[src/rtl/arb_merge_rr_n.sv]
// arb_merge_rr_n_fifo: one channel's input queue.
//   Holds DEPTH entries. A write to a full queue is dropped and sets a sticky
//   overflow flag. Fullness is judged on the occupancy at the start of the
//   cycle, so a pop at the same edge does not make room for the write.
//   Ports: clk/rstn, push + din (write), pop (read), nempty, head (oldest
//   entry), ovf (sticky overflow flag).
module arb_merge_rr_n_fifo #(
  parameter int W     = 8,
  parameter int DEPTH = 2
) (
  input  logic         clk,
  input  logic         rstn,
  input  logic         push,
  input  logic [W-1:0] din,
  input  logic         pop,
  output logic         nempty,
  output logic [W-1:0] head,
  output logic         ovf
);
  localparam int PW = (DEPTH > 1) ? $clog2(DEPTH) : 1;
  localparam int CW = $clog2(DEPTH + 1);

  logic [DEPTH-1:0][W-1:0] mem;
  logic [PW-1:0]           rd_ptr, wr_ptr;
  logic [CW-1:0]           cnt;
  logic                    full, do_push, do_pop;

  assign full    = (cnt == CW'(DEPTH));
  assign nempty  = (cnt != '0);
  assign do_push = push && !full;
  assign do_pop  = pop && nempty;
  assign head    = mem[rd_ptr];

  always_ff @(posedge clk or negedge rstn) begin
    if (!rstn) begin
      rd_ptr <= '0;
      wr_ptr <= '0;
      cnt    <= '0;
      ovf    <= 1'b0;
    end else begin
      if (do_push) wr_ptr <= (wr_ptr == PW'(DEPTH - 1)) ? '0 : wr_ptr + 1'b1;
      if (do_pop)  rd_ptr <= (rd_ptr == PW'(DEPTH - 1)) ? '0 : rd_ptr + 1'b1;
      cnt <= cnt + CW'(do_push) - CW'(do_pop);
      if (push && full) ovf <= 1'b1;
    end
  end

  // Storage needs no reset: nothing reads an entry before it is written.
  always_ff @(posedge clk) begin
    if (do_push) mem[wr_ptr] <= din;
  end
endmodule

// arb_merge_rr_n: N-channel arbiter-merge onto a single drive/free handshake.
//   Each channel owns a DEPTH-entry queue. In IDLE, a non-empty queue is
//   granted (round-robin or fixed priority), its head is registered onto
//   o_data/o_chan, and o_driveNext plus o_free[g] pulse the next cycle. The
//   block then sits in WAIT until downstream returns i_freeNext.
//   Ports:
//     clk, rstn        clock, async active-low reset
//     i_drive, i_data  per-channel write pulses and flattened payloads
//     o_free           per-channel credit-return pulse
//     o_driveNext      output-valid pulse; o_data/o_chan held until next transfer
//     i_freeNext       downstream consumed the current output
//     o_overflow       sticky per-channel overflow flags
module arb_merge_rr_n #(
  parameter int NUM_CH     = 8,
  parameter int DATA_WIDTH = 8,
  parameter int DEPTH      = 2,
  parameter int ARB_MODE   = 1,
  parameter int CH_W       = $clog2(NUM_CH)
) (
  input  logic                         clk,
  input  logic                         rstn,
  input  logic [NUM_CH-1:0]            i_drive,
  input  logic [NUM_CH*DATA_WIDTH-1:0] i_data,
  output logic [NUM_CH-1:0]            o_free,
  output logic                         o_driveNext,
  output logic [DATA_WIDTH-1:0]        o_data,
  output logic [CH_W-1:0]              o_chan,
  input  logic                         i_freeNext,
  output logic [NUM_CH-1:0]            o_overflow
);
  typedef enum logic {IDLE, WAIT} st_t;

  st_t                          state;
  logic [CH_W-1:0]              rr_ptr;
  logic [NUM_CH-1:0]            nempty, pop_vec, gnt_oh;
  logic [NUM_CH*DATA_WIDTH-1:0] head_flat;
  logic                         gnt_vld;
  logic [CH_W-1:0]              gnt;
  int                           sel;

  arb_merge_rr_n_fifo #(.W(DATA_WIDTH), .DEPTH(DEPTH)) u_fifo [NUM_CH-1:0] (
    .clk    (clk),
    .rstn   (rstn),
    .push   (i_drive),
    .din    (i_data),
    .pop    (pop_vec),
    .nempty (nempty),
    .head   (head_flat),
    .ovf    (o_overflow)
  );

  // Search starts at rr_ptr in round-robin mode, at channel 0 otherwise;
  // the first non-empty channel found wins.
  always_comb begin
    gnt_vld = 1'b0;
    gnt     = '0;
    sel     = 0;
    for (int i = 0; i < NUM_CH; i++) begin
      sel = (ARB_MODE != 0) ? (int'(rr_ptr) + i) % NUM_CH : i;
      if (!gnt_vld && nempty[CH_W'(sel)]) begin
        gnt_vld = 1'b1;
        gnt     = CH_W'(sel);
      end
    end
  end

  assign gnt_oh  = NUM_CH'(1) << gnt;
  assign pop_vec = (state == IDLE && gnt_vld) ? gnt_oh : '0;

  always_ff @(posedge clk or negedge rstn) begin
    if (!rstn) begin
      state       <= IDLE;
      rr_ptr      <= '0;
      o_data      <= '0;
      o_chan      <= '0;
      o_driveNext <= 1'b0;
      o_free      <= '0;
    end else begin
      o_driveNext <= 1'b0;
      o_free      <= '0;
      case (state)
        IDLE: begin
          if (gnt_vld) begin
            o_data      <= head_flat[gnt*DATA_WIDTH +: DATA_WIDTH];
            o_chan      <= gnt;
            o_driveNext <= 1'b1;
            o_free      <= gnt_oh;
            state       <= WAIT;
            if (ARB_MODE != 0)
              rr_ptr <= (gnt == CH_W'(NUM_CH - 1)) ? '0 : gnt + 1'b1;
          end
        end
        WAIT: if (i_freeNext) state <= IDLE;
        default: state <= IDLE;
      endcase
    end
  end
endmodule

[config.mk]
export PLATFORM = sky130hd
export DESIGN_NAME = arb_merge_rr_n
export DESIGN_NICKNAME = d
export VERILOG_FILES = /design/src/rtl/arb_merge_rr_n.sv
export SDC_FILE = /design/constraint.sdc
export NUM_CORES = 1
export LEC_CHECK = 0
export ABC_AREA = 1
export BUFFER_PORTS_ARGS = -buffer_cell sky130_fd_sc_hd__buf_4
export CAP_MARGIN = 20
export CORE_AREA = 3 3 134 123
export DETAILED_ROUTE_END_ITERATION = 7
export DIE_AREA = 0 0 137 126
export PLACE_DENSITY = 0.79
export SYNTH_ARGS = -nofsm -noshare
export SYNTH_HDL_FRONTEND = slang
export SYNTH_SLANG_ARGS = --single-unit
export TNS_END_PERCENT = 100
[constraint.sdc]
create_clock -name clk -period 4.1 [get_ports clk]
set_input_delay 0.615 -clock clk [delete_from_list [all_inputs] [get_ports clk]]
set_output_delay 0.615 -clock clk [all_outputs]
set_load 0.01 [all_outputs]
==> Yosys cells after proc, flatten, opt, wreduce, memory -nomap -nowiden <==
Cells that the tools add are included.
{ "totals": {"ff_bits": 192, "output_inout_bits": 28} }
{ "classes": {"n_reduce_logical": 64, "n_bitwise": 1, "add_sub_neg": 40, "n_eq_ne": 9, "n_shift": 2, "mux": 104, "n_lt_le_gt_ge": 32} }
{ "ops": {"columns": ["operator", "count"], "rows": [
  ["2-to-1 mux 8 bit", 27],
  ["bitwise mux 16 bit", 8],
  ["demux 8 bit (select 1 bit)", 8],
  ["variable part select 64 x 7 -> 8 bit", 1],
  ["2-to-1 mux 1 bit", 43],
  ["logical AND 1 bit", 40],
  ["less-than comparator 3 x 5 -> 1 bit (second input constant)", 8],
  ["less-than comparator 1 x 2 -> 1 bit (second input constant)", 16],
  ["2-to-1 mux 3 bit", 9],
  ["binary-select mux 1 bit (select 3 bit)", 8],
  ["adder 1 bit (second input constant)", 16],
  ["adder 2 x 1 -> 2 bit", 8],
  ["== test 2 bit (second input constant)", 8],
  ["nonzero test 2 bit", 8],
  ["subtractor 2 x 1 -> 2 bit", 8],
  ["zero test 1 bit", 15],
  ["adder 3 bit (second input constant)", 4],
  ["greater-or-equal comparator 1 bit (second input constant)", 8],
  ["left shift 1 x 3 -> 8 bit (first input constant)", 1],
  ["adder 3 x 1 -> 3 bit (second input constant)", 2],
  ["adder 3 x 2 -> 3 bit (second input constant)", 2],
  ["== test 3 bit (second input constant)", 1],
  ["one-hot mux 1 bit (2 select lines)", 1],
  ["AND reduction 2 bit", 1],
  ["NOT 1 bit", 1]
]} }

==> Depth between registers and ports, before layout <==
Gate-level depths: netlist (run 1).
{ "depth": {"ltp_word": 30, "depth_mapped": 25, "mapped_depth_nobuf": 24} }

==> Hierarchy <==
A second synthesis (run 1) with hierarchy kept.
{ "unflattened": {"cells_unflattened": 992, "area_unflattened_um2": 9225.1} }
{ "modules_own_cells": {"columns": ["module", "seq_area_each_um2", "area_each_um2", "n_inst", "cells_per_inst"], "rows": [
  ["arb_merge_rr_n_fifo", 605.6, 855.8, 8, 75],
  ["arb_merge_rr_n", 600.6, 2378.5, 1, 392]
]} }

==> Worst setup path before layout (run 1) <==
Ideal clock, no wire load.
{ "synth_timing": {"path_kind": "reg-to-reg", "startpoint": "reg rr_ptr[1]", "endpoint": "reg u_fifo[3].cnt[1]", "arrival_time_ps": 3321, "path_buffers": 2, "period_less_slack_ps": 3400, "setup_slack_ps": 700, "stages_incl_launch_ff": 23, "cell_sequence": "dfrtp_1 > buf_4 > inv_2 > ha_1 > inv_2 > nand3_1 > nand2_1 > nand2_2 > nand2_2 > nor2_4 > nand3_2 > nor2_4 > nand3_2 > nand4_4 > buf_6 > ha_1 > inv_1 > nor3_1 > ha_1 > inv_1 > ha_1 > xnor2_1 > xor2_1"} }
{ "synth_between": {"elab_chain_cells": 29, "word_cells_on_any_way": 66, "cone_classes": "add/sub (8); shift (1); mux (41); reduce/logical (16)"} }
{ "synth_rtl": {"columns": ["element", "line", "text"], "rows": [
  ["from (decl)", "87", "logic [CH_W-1:0] rr_ptr;"],
  ["from (signal assigned)", "143", "rr_ptr <= (gnt == CH_W'(NUM_CH - 1)) ? '0 : gnt + 1'b1;"],
  ["parallel branches: the longest is 26 deep, another holds adder 3 x 1 -> 3 bit", null, null],
  ["2-to-1 mux 8 bit (*)", "121", "assign pop_vec = (state == IDLE && gnt_vld) ? gnt_oh : '0;"],
  ["logical AND 1 bit (*)", "31", "assign do_pop = pop && nempty;"],
  ["named net u_fifo[3].do_pop", "26", "logic full, do_push, do_pop;"],
  ["subtractor 2 x 1 -> 2 bit (*)", "43", "cnt <= cnt + CW'(do_push) - CW'(do_pop);"],
  ["to (signal assigned)", "43", null],
  ["to (decl)", "25", "logic [CW-1:0] cnt;"]
]} }
Mark *: on every way through the listed nets, which the timed path passes. The select of a mux whose other input is x is not followed.
A chain may end at the register's enable or synchronous reset.

==> Worst setup path after layout (run 1) <==
Ends and elaborated chain as after synthesis.

==> out/results.ini, run 1 <==
[placed_design]
portBuffers=102
dp.cells=1037
dp_hpwl_um=14600
place_congestion=0.862

[power_and_ir_drop]
pwr-share-clk=0.164
ir_drop_v=0.000546
p_sw_uw=4270
power_frac_seq=0.329
power_density_nw_per_um2=921
p_int_uw=5220
finalPower_uw=9490
p_leak_uw=0.00447
switching_share=0.450
comb_power_share=0.507

[yosys]
ys_types=35
yosys_most_used_dff=edfxtp_1
syn_inst=759
avgSynthCellArea_um2=11.7
syn_area_um2=8910
yosysSeqAreaShare=0.611
synth_seq_cells=192
synth_edf_count=128
ys.warnings.count=0
async_reset_ff_frac=0.333
synth_nets=854

[worst_setup_path]
cp_slowest_cell=dfrtp_2
crit_chain=inv_2 -> ha_1 -> inv_2 -> nand3_1 -> nand2_1 -> nand2_2 -> nand2_2 -> nor2_4 -> nand4_1 -> nor2_2 -> nor2_4 -> nand2_8 -> ha_1 -> inv_1 -> nor3_1 -> ha_1 -> inv_1 -> ha_1 -> xnor2_1 -> xor2_1
critPathArrivalTime_ns=4.10
crit_family=simple AND/OR/NAND/NOR gates
required_ns=4.46
critPathMaxFanout=18
start_kind=flop
cp.depth=20
cpMostUsedCell=ha_1
endpoint_kind=flop
ff2ff_path_depth=20
crit_type=flop to flop
cp_num_buf_inv=4
cpPeakStageDelay_ns=0.48

[drt]
drt-initial-drc-count=506
viasPerCell=5.49
routed_wirelength_um=19500
dr.pass1.iters=5
antenna_left=0
drc=0
vias=5864
wl_per_cell_um=18.3

[clock_tree]
cts-buffers-inserted=17
cts_tree=yes
clkTransAtPathRegs_ns=0.07
hold_buffers=0
cts_sinks=192
h-tree-depth=4
clk_path_buf_depth=2
insertion_delay_ns=0.44
root_buffer=clkbuf_16

[layout]
drive_gt1_frac=0.270
fillCellCount=1120
antennaDiodeCount=0
layout.nets=949
final_cells=1069
synthToLayoutAreaGrowth_pct=15.7

[timing]
skew_ns=0.00798
setup_viol=0
setup_tns_ns=0
period_needed_ns=3.74
period_share=0.912
slew_violations=0
worst_slew_pin_slew_ns=0.884
relSlewSlack=0.411
final_hold_viol_count=0
clock.fmax_mhz=267
whs_ns=0.281
grt_setup_unrepaired=no

[global_routing]
antenna_found_initial=0
grt_pass1_wl_um=30900
grtUsageTotal=0.237
grt_pass1_vias=5909
grt_max_degree=65
grt.overflow.total=0

[flow_run]
max_cap_violations=0

[floorplan]
die_x_um=137
pin_count=103
dieArea_um2=17300
start_util=0.583
row_count=43
die_h_um=126
core-area_um2=15300

[hold_path]
min_path_type=primary input to asynchronous set/reset pin

[run_status]
status=finished, final reports clean

[flip-flops by register name, summed over array words and instances (netlist names), 8 cells and up]
register and cells:
o_free 8, o_data 8, u_fifo.rd_ptr 8, u_fifo.mem 128
u_fifo.wr_ptr 8, u_fifo.ovf 8, u_fifo.cnt 16
[power by group through the flow]
stage	Sequential (uW)	Clock (uW)	Combinational (uW)
after floorplan	2940	0	3830
after global placement	3120	0	4610
after detailed placement	3160	0	4760
after CTS	3120	1570	4790
after global routing	3190	1670	5330
final	3130	1560	4810
[path summary, 6_finish.rpt]
| kind | from | endpoint | slack (ns) |
|---|---|---|---|
| max | rr_ptr[1] | u_fifo[3].cnt[1] | 0.36 |
| min | rstn | u_fifo[3].wr_ptr | 0.28 |
| max reg2reg | rr_ptr[1] | u_fifo[3].cnt[1] | 0.36 |
| min reg2reg | u_fifo[3].ovf | u_fifo[3].ovf | 0.48 |
| max in group asynchronous | rstn | rr_ptr[1] | 3.19 |
| min in group clk | i_data[11] | u_fifo[1].mem[11] | 0.36 |
[layout by cell type, fill, tap and decap left out, types with 2 or more instances in the layout]
cell / count
nor3_1: 3
nand3_2: 8
clkbuf_16: 17
nor2_2: 3
inv_8: 4
o21ai_0: 5
clkinv_2: 3
clkinvlp_4: 2
inv_1: 52
inv_2: 10
ha_1: 20
nor2_1: 48
xnor2_1: 18
nand2_2: 17
nand4_1: 4
edfxtp_1: 128
xor2_1: 5
xnor2_2: 2
buf_4: 110
mux2i_1: 36
a31o_2: 8
inv_6: 3
nand3_1: 108
nand2_1: 140
dfrtp_1: 63
mux2_2: 28
nor2_4: 8
[cell type report]
cell class,count,area (um2),area share
timing repair buffer,110,826,0.0801
multi-input combinational,471,3000,0.291
sequential,192,5450,0.528
clock inverter,14,126,0.0123
clock buffer,18,429,0.0416
inverter,62,233,0.0226
tap,202,253,0.0245
[cell usage after synthesis (8+ instances only)]
cell	number	area (um2)
edfxtp_1	128	3840
nor2_4	8	90.1
mux2_2	28	315
nand2_1	140	526
nand2_2	17	106
mux2i_1	36	360
inv_2	10	37.5
dfrtp_1	64	1600
buf_1	8	30.0
nor2_1	49	184
nand3_1	108	541
a31o_2	8	70.1
xnor2_1	18	158
nand3_2	8	80.1
buf_4	12	90.1
buf_6	8	90.1
ha_1	20	250
inv_1	52	195
[through the flow]
step                      setup WS, ns   util  instance area [um2]
final                            0.361  0.675                10300
after floorplan                  0.700      -                 8910
after global routing            0.0594  0.675                10300
after detailed placement         0.272  0.638                 9750
after CTS                        0.167  0.675                10300
after global placement           0.426  0.638                 9750
[layer usage]
metal  GRT usage  vias up  share of wire
met1       0.338     2839           0.44
li1            -     2781              -
met4      0.0722        0          0.020
met3      0.0503       34          0.067
met5           0        -              0
met2       0.371      210           0.48
[what timing repair did]
item                       in CTS  in global routing
resized for setup               0                  2
buffers inserted                0                  0
setup endpoints to repair       0                  9
[cell families (layout without fill, tap and decap cells)]
kind of cell,after synthesis,after routing,synth area share
mux,64,64,0.0758
flops,192,192,0.611
xor+xnor,26,26,0.0293
fa+ha+maj,20,20,0.0281
simple gates,344,344,0.187
buf+inv,96,204,0.0531
compound gates,17,17,0.0156
Note: power is estimated with default switching activity, not from simulation.
==> run 2, diff against run 1 <==
--- a/config.mk
+++ b/config.mk
@@ -11,7 +11,7 @@
 export CORE_AREA = 3 3 134 123
 export DETAILED_ROUTE_END_ITERATION = 7
 export DIE_AREA = 0 0 137 126
-export PLACE_DENSITY = 0.79
+export PLACE_DENSITY_LB_ADDON = 0.3
 export SYNTH_ARGS = -nofsm -noshare
 export SYNTH_HDL_FRONTEND = slang
 export SYNTH_SLANG_ARGS = --single-unit
==> run 2 against run 1 <==
Clock skew down 0.00061 ns. First-iteration DRC count up 33%. Worst hold slack got worse by 0.0050 ns. Die area stayed put. Count of clock-buffer cells in the layout is the same. Register-to-register slack better by 0.07 ns. Routed wire length rose by 2.9%. Critical path depth stayed put. Utilization up 0.39 points. Setup slack gained 0.066 ns. Critical path type unchanged. Critical endpoint is now u_fifo[7].cnt[1].
==> out/results.ini, run 2 (synthesized netlist as in run 1, its figures left out) <==
[layout]
synthToLayoutAreaGrowth_pct=16.4
antennaDiodeCount=0  ; unchanged
multi_input_area_um2=2990  ; about the same
layout.nets=950  ; +0.11%
seq_area_um2=5450  ; about the same
fillCellCount=1156  ; +3.2%
layout.cells.most_common_list=nand2_1, edfxtp_1, buf_4, nand3_1, dfrtp_1
fin_area_um2=10400  ; +0.58%
regMostFlops=u_fifo.mem
top_regs=u_fifo.mem (128), u_fifo.cnt (16)
drive_gt1_frac=0.270  ; -0.000311
final_common_cell=nand2_1
largest_reg_flops=128  ; unchanged

[worst_setup_path]
crit_chain=inv_2 -> ha_1 -> inv_2 -> nand3_1 -> nand3_1 -> nand2_2 -> nand3_2 -> nor2_4 -> nand4_1 -> nor2_1 -> nor2_4 -> nand2_8 -> ha_1 -> ha_1 -> inv_1 -> nor3_2 -> ha_1 -> inv_1 -> ha_1 -> xnor2_1
required_ns=4.46  ; about the same
r2r_slack_ns=0.43  ; +0.07 ns
critPathArrivalTime_ns=4.03  ; -0.07 ns
crit_family=simple AND/OR/NAND/NOR gates
cp_slowest_cell=dfrtp_1
cpPeakStageDelay_ns=0.44  ; -0.04 ns
cp_num_buf_inv=4  ; unchanged
crit_type=flop to flop
start_kind=flop
critPathMaxFanout=18  ; unchanged
cpMostUsedCell=ha_1
endpoint_kind=flop

[placed_design]
dp_hpwl_um=15000  ; +2.6%
place_congestion=0.884  ; +2.6%
portBuffers=102  ; unchanged
placed_area_um2=9760  ; about the same

[clock_tree]
insertion_delay_ns=0.43  ; about the same
h-tree-depth=4  ; unchanged
cts_tree=yes
cts-buffers-inserted=17  ; unchanged
clk_path_buf_depth=2  ; unchanged
root_buffer=clkbuf_16
cts_resized=0  ; unchanged
cts_sinks=192  ; unchanged
hold_buffers=0  ; unchanged
cts_setup_buffers=0  ; unchanged
clkTransAtPathRegs_ns=0.08  ; about the same

[drt]
dr.pass1.iters=8  ; +3
drc=0  ; unchanged
wl_per_cell_um=18.8  ; +2.8%
antenna_left=0  ; unchanged
routed_wirelength_um=20100  ; +2.9%
drt-initial-drc-count=674  ; +33%
vias=5981  ; +2.0%
viasPerCell=5.59  ; +1.9%

[floorplan]
pin_count=103  ; unchanged
row_count=43  ; unchanged
core-area_um2=15300  ; unchanged
die_x_um=137  ; unchanged
start_util=0.583  ; unchanged
die_h_um=126  ; unchanged
dieArea_um2=17300  ; unchanged

[timing]
grt_setup_unrepaired=no
period_needed_ns=3.67  ; -0.0656 ns
setup_viol=0  ; unchanged
slew_violations=0  ; unchanged
final_hold_viol_count=0  ; unchanged
setup_tns_ns=0  ; unchanged
worst_slew_pin_slew_ns=0.868  ; -0.0161 ns
whs_ns=0.276  ; -0.00502 ns
clock.fmax_mhz=272  ; +1.8%
skew_ns=0.00736  ; -0.000614 ns
relSlewSlack=0.421  ; +0.0107
period_share=0.896  ; -0.0160

[power_and_ir_drop]
p_leak_uw=0.00451  ; +0.79%
power_density_nw_per_um2=937  ; +1.7%
finalPower_uw=9710  ; +2.3%
ir_drop_v=0.000624  ; +14%

[global_routing]
grtUsageTotal=0.245  ; +0.00791
grt_pass1_wl_um=32200  ; +4.3%
antenna_found_initial=0  ; unchanged
grt.overflow.total=0  ; unchanged
grt_max_degree=65  ; unchanged
grt_pass1_vias=5932  ; +0.39%

[flow_run]
max_cap_violations=0  ; unchanged

[run_status]
status=finished, final reports clean

[hold_path]
min_path_type=primary input to asynchronous set/reset pin

## run 2: layout make-up
class | count | area share
repair buffers | 111 | 0.0804
flip-flops and latches | 192 | 0.525
clock buffers | 18 | 0.0424
multi-input cells | 471 | 0.289
clock inverters | 14 | 0.0167
inverters | 62 | 0.0224
well taps | 202 | 0.0244
## run 2: routing by layer
layer,global-route usage,vias up,part of all wire
met3,0.0491,27,0.058
li1,-,2789,-
met4,0.0657,0,0.017
met1,0.374,2938,0.46
met2,0.364,227,0.47
met5,0,-,0
## run 2: final timing paths
kind | startpoint | to | depth (start not counted)
worst max-delay path | rr_ptr[0] | u_fifo[7].cnt[1] | 20
worst min-delay path | rstn | u_fifo[3].ovf | 1
worst max register to register | rr_ptr[0] | u_fifo[7].cnt[1] | 20
worst min register to register | u_fifo[7].ovf | u_fifo[7].ovf | 1
max in group asynchronous | rstn | u_fifo[7].cnt[1] | 1
min in group clk | i_data[53] | u_fifo[6].mem[13] | 1
## run 2: where the power goes
group          internal (uW)  total [uW]  switching, uW
Clock                    855        1690            836
Sequential              2700        3130            428
Combinational           1720        4890           3170
## run 2: stage by stage
| step | worst slack, ns | util | cells |
|---|---|---|---|
| 4_1_cts | 0.416 | 0.679 | 1070 |
| 3_5_place_dp | 0.464 | 0.639 | 1038 |
| 5_1_grt | 0.00653 | 0.679 | 1070 |
| 6_report | 0.426 | 0.679 | 1070 |
| 2_1_floorplan | 0.700 | - | 759 |
| 3_3_place_gp | 0.564 | 0.639 | 1038 |
==> run 3, diff against run 2 <==
--- a/config.mk
+++ b/config.mk
@@ -6,11 +6,12 @@
 export NUM_CORES = 1
 export LEC_CHECK = 0
 export ABC_AREA = 1
-export BUFFER_PORTS_ARGS = -buffer_cell sky130_fd_sc_hd__buf_4
+export BUFFER_PORTS_ARGS = -buffer_cell sky130_fd_sc_hd__buf_2
 export CAP_MARGIN = 20
-export CORE_AREA = 3 3 134 123
+export CORE_AREA = 3 3 156 143
 export DETAILED_ROUTE_END_ITERATION = 7
-export DIE_AREA = 0 0 137 126
+export DIE_AREA = 0 0 159 146
+export MAX_ROUTING_LAYER = met4
 export PLACE_DENSITY_LB_ADDON = 0.3
 export SYNTH_ARGS = -nofsm -noshare
 export SYNTH_HDL_FRONTEND = slang
==> run 3 against run 2 <==
Setup slack worse by 0.0080 ns. Routed wire length is 4.0% lower. Global-route usage is 6.8 points lower. Worst hold slack better by 0.014 ns. Clock skew is 0.0013 ns higher. Largest power group unchanged. Cell count is 7.6% higher. Sequential share of layout area is 1.3 points higher. Design area is 2.4% lower.
==> out/results.ini, run 3 (synthesized netlist as in run 1, its figures left out) <==
[hold_path]
min_path_type=primary input to asynchronous set/reset pin

[clock_tree]
root_buffer=clkbuf_16
cts-buffers-inserted=17  ; unchanged
h-tree-depth=4  ; unchanged
clkTransAtPathRegs_ns=0.07  ; about the same
insertion_delay_ns=0.43  ; about the same
clk_path_buf_depth=2  ; unchanged
cts_sinks=192  ; unchanged
cts_tree=yes
hold_buffers=0  ; unchanged

[timing]
clock.fmax_mhz=272  ; -0.22%
setup_viol=0  ; unchanged
final_hold_viol_count=0  ; unchanged
period_share=0.898  ; +0.00196
grt_setup_unrepaired=no
setup_tns_ns=0  ; unchanged
skew_ns=0.00871  ; +0.00134 ns
relSlewSlack=0.388  ; -0.0332
slew_violations=0  ; unchanged
worst_slew_pin_slew_ns=0.918  ; +0.0498 ns
period_needed_ns=3.68  ; +0.00805 ns

[drt]
wl_per_cell_um=16.7  ; -11%
dr.pass1.iters=5  ; -3
drc=0  ; unchanged
vias=5670  ; -5.2%
routed_wirelength_um=19300  ; -4.0%
antenna_left=0  ; unchanged
drt-initial-drc-count=510  ; -24%
viasPerCell=4.93  ; -12%

[placed_design]
place_congestion=0.918  ; +3.8%
dp.cells=1120  ; +7.9%
dp_hpwl_um=14400  ; -3.5%
portBuffers=102  ; unchanged

[worst_setup_path]
start_kind=flop
critPathMaxFanout=20  ; +2
required_ns=4.45  ; about the same
critPathArrivalTime_ns=4.03  ; about the same
crit_type=flop to flop
endpoint_kind=flop

[layout]
largest_reg_flops=128  ; unchanged
synthToLayoutAreaGrowth_pct=13.5
fillCellCount=1963  ; +70%
antennaDiodeCount=0  ; unchanged
layout.nets=948  ; -0.21%
fin_util=0.487  ; -0.192
regMostFlops=u_fifo.mem
layout.cells.most_common_list=nand2_1, edfxtp_1, nand3_1, buf_2, dfrtp_1
final_cells=1151  ; +7.6%
final_common_cell=nand2_1
drive_gt1_frac=0.264  ; -0.00600
top_regs=u_fifo.mem (128), u_fifo.cnt (16)

[floorplan]
core-area_um2=20800  ; +36%
pin_count=103  ; unchanged
start_util=0.429  ; -0.154
die_x_um=159  ; +16%
row_count=50  ; +16%
die_h_um=146  ; +16%
dieArea_um2=23200  ; +34%

[run_status]
status=finished, final reports clean

[power_and_ir_drop]
ir_drop_v=0.000469  ; -25%
p_leak_uw=0.00436  ; -3.3%
power_density_nw_per_um2=924  ; -1.3%

[global_routing]
antenna_found_initial=0  ; unchanged
grt_max_degree=65  ; unchanged
grtUsageTotal=0.177  ; -0.0685
grt_pass1_wl_um=31200  ; -3.3%
grt_pass1_vias=5739  ; -3.3%
grt.overflow.total=0  ; unchanged

[flow_run]
max_cap_violations=0  ; unchanged

==> run 3: report_power, final <==
part	total [uW]	internal, uW	switching [uW]
Sequential	3090	2700	391
Combinational	4750	1650	3110
Clock	1500	783	720
==> run 3: what timing repair did <==
action,4_1_cts,5_1_grt
resized for setup,0,1
setup endpoints to repair,0,1
setup buffers,0,0
==> run 3: final timing paths <==
path	from	end	slack [ns]	cells after the start
worst max register to register	rr_ptr[1]	u_fifo[3].cnt[1]	0.42	20
worst max-delay path	rr_ptr[1]	u_fifo[3].cnt[1]	0.42	20
worst min register to register	u_fifo[2].ovf	u_fifo[2].ovf	0.47	1
worst min-delay path	rstn	u_fifo[0].ovf	0.29	1
max in group asynchronous	rstn	rr_ptr[1]	3.14	1
min in group clk	i_data[25]	u_fifo[3].mem[1]	0.37	1
==> run 3: layout make-up <==
class                      instances  area (um2)  share of cell area
clock inverter                    10        78.8             0.00779
inverter                          62         233              0.0230
sequential                       192        5450               0.538
clock buffer                      21         440              0.0435
timing repair buffer             109         566              0.0559
tap                              286         358              0.0354
multi-input combinational        471        2990               0.296
==> run 3: layer usage <==
layer,vias up,GRT usage,share of wire
met5,-,-,0
met4,0,0.0407,0.0092
met3,13,0.0387,0.059
met2,169,0.259,0.45
met1,2718,0.253,0.48
li1,2770,-,-
==> run 3: metrics by stage <==
step                      hold slack, ns  total power [uW]  area [um2]  worst slack, ns
after floorplan                    0.319              6780        8910            0.700
after global placement             0.448              7840        9600            0.411
after detailed placement           0.453              7880        9600            0.340
after CTS                          0.344              9400       10100            0.301
after global routing               0.349             10100       10100           0.0894
final                              0.291              9350       10100            0.418
==> run 3: critical path: stages, from the launching register on <==
cell and delay, ns:
dfrtp_2 0.46, inv_2 0.14, ha_1 0.43, inv_2 0.11, nand3_1 0.16, nand2_1 0.09, nand2_2 0.07, nand2_2 0.11
nor2_4 0.18, nand4_1 0.15, nor2_1 0.21, nor2_4 0.09, nand2_8 0.13, ha_1 0.18, inv_1 0.07, nor3_1 0.26
ha_1 0.27, inv_1 0.05, ha_1 0.14, xnor2_1 0.13, xor2_1 0.15
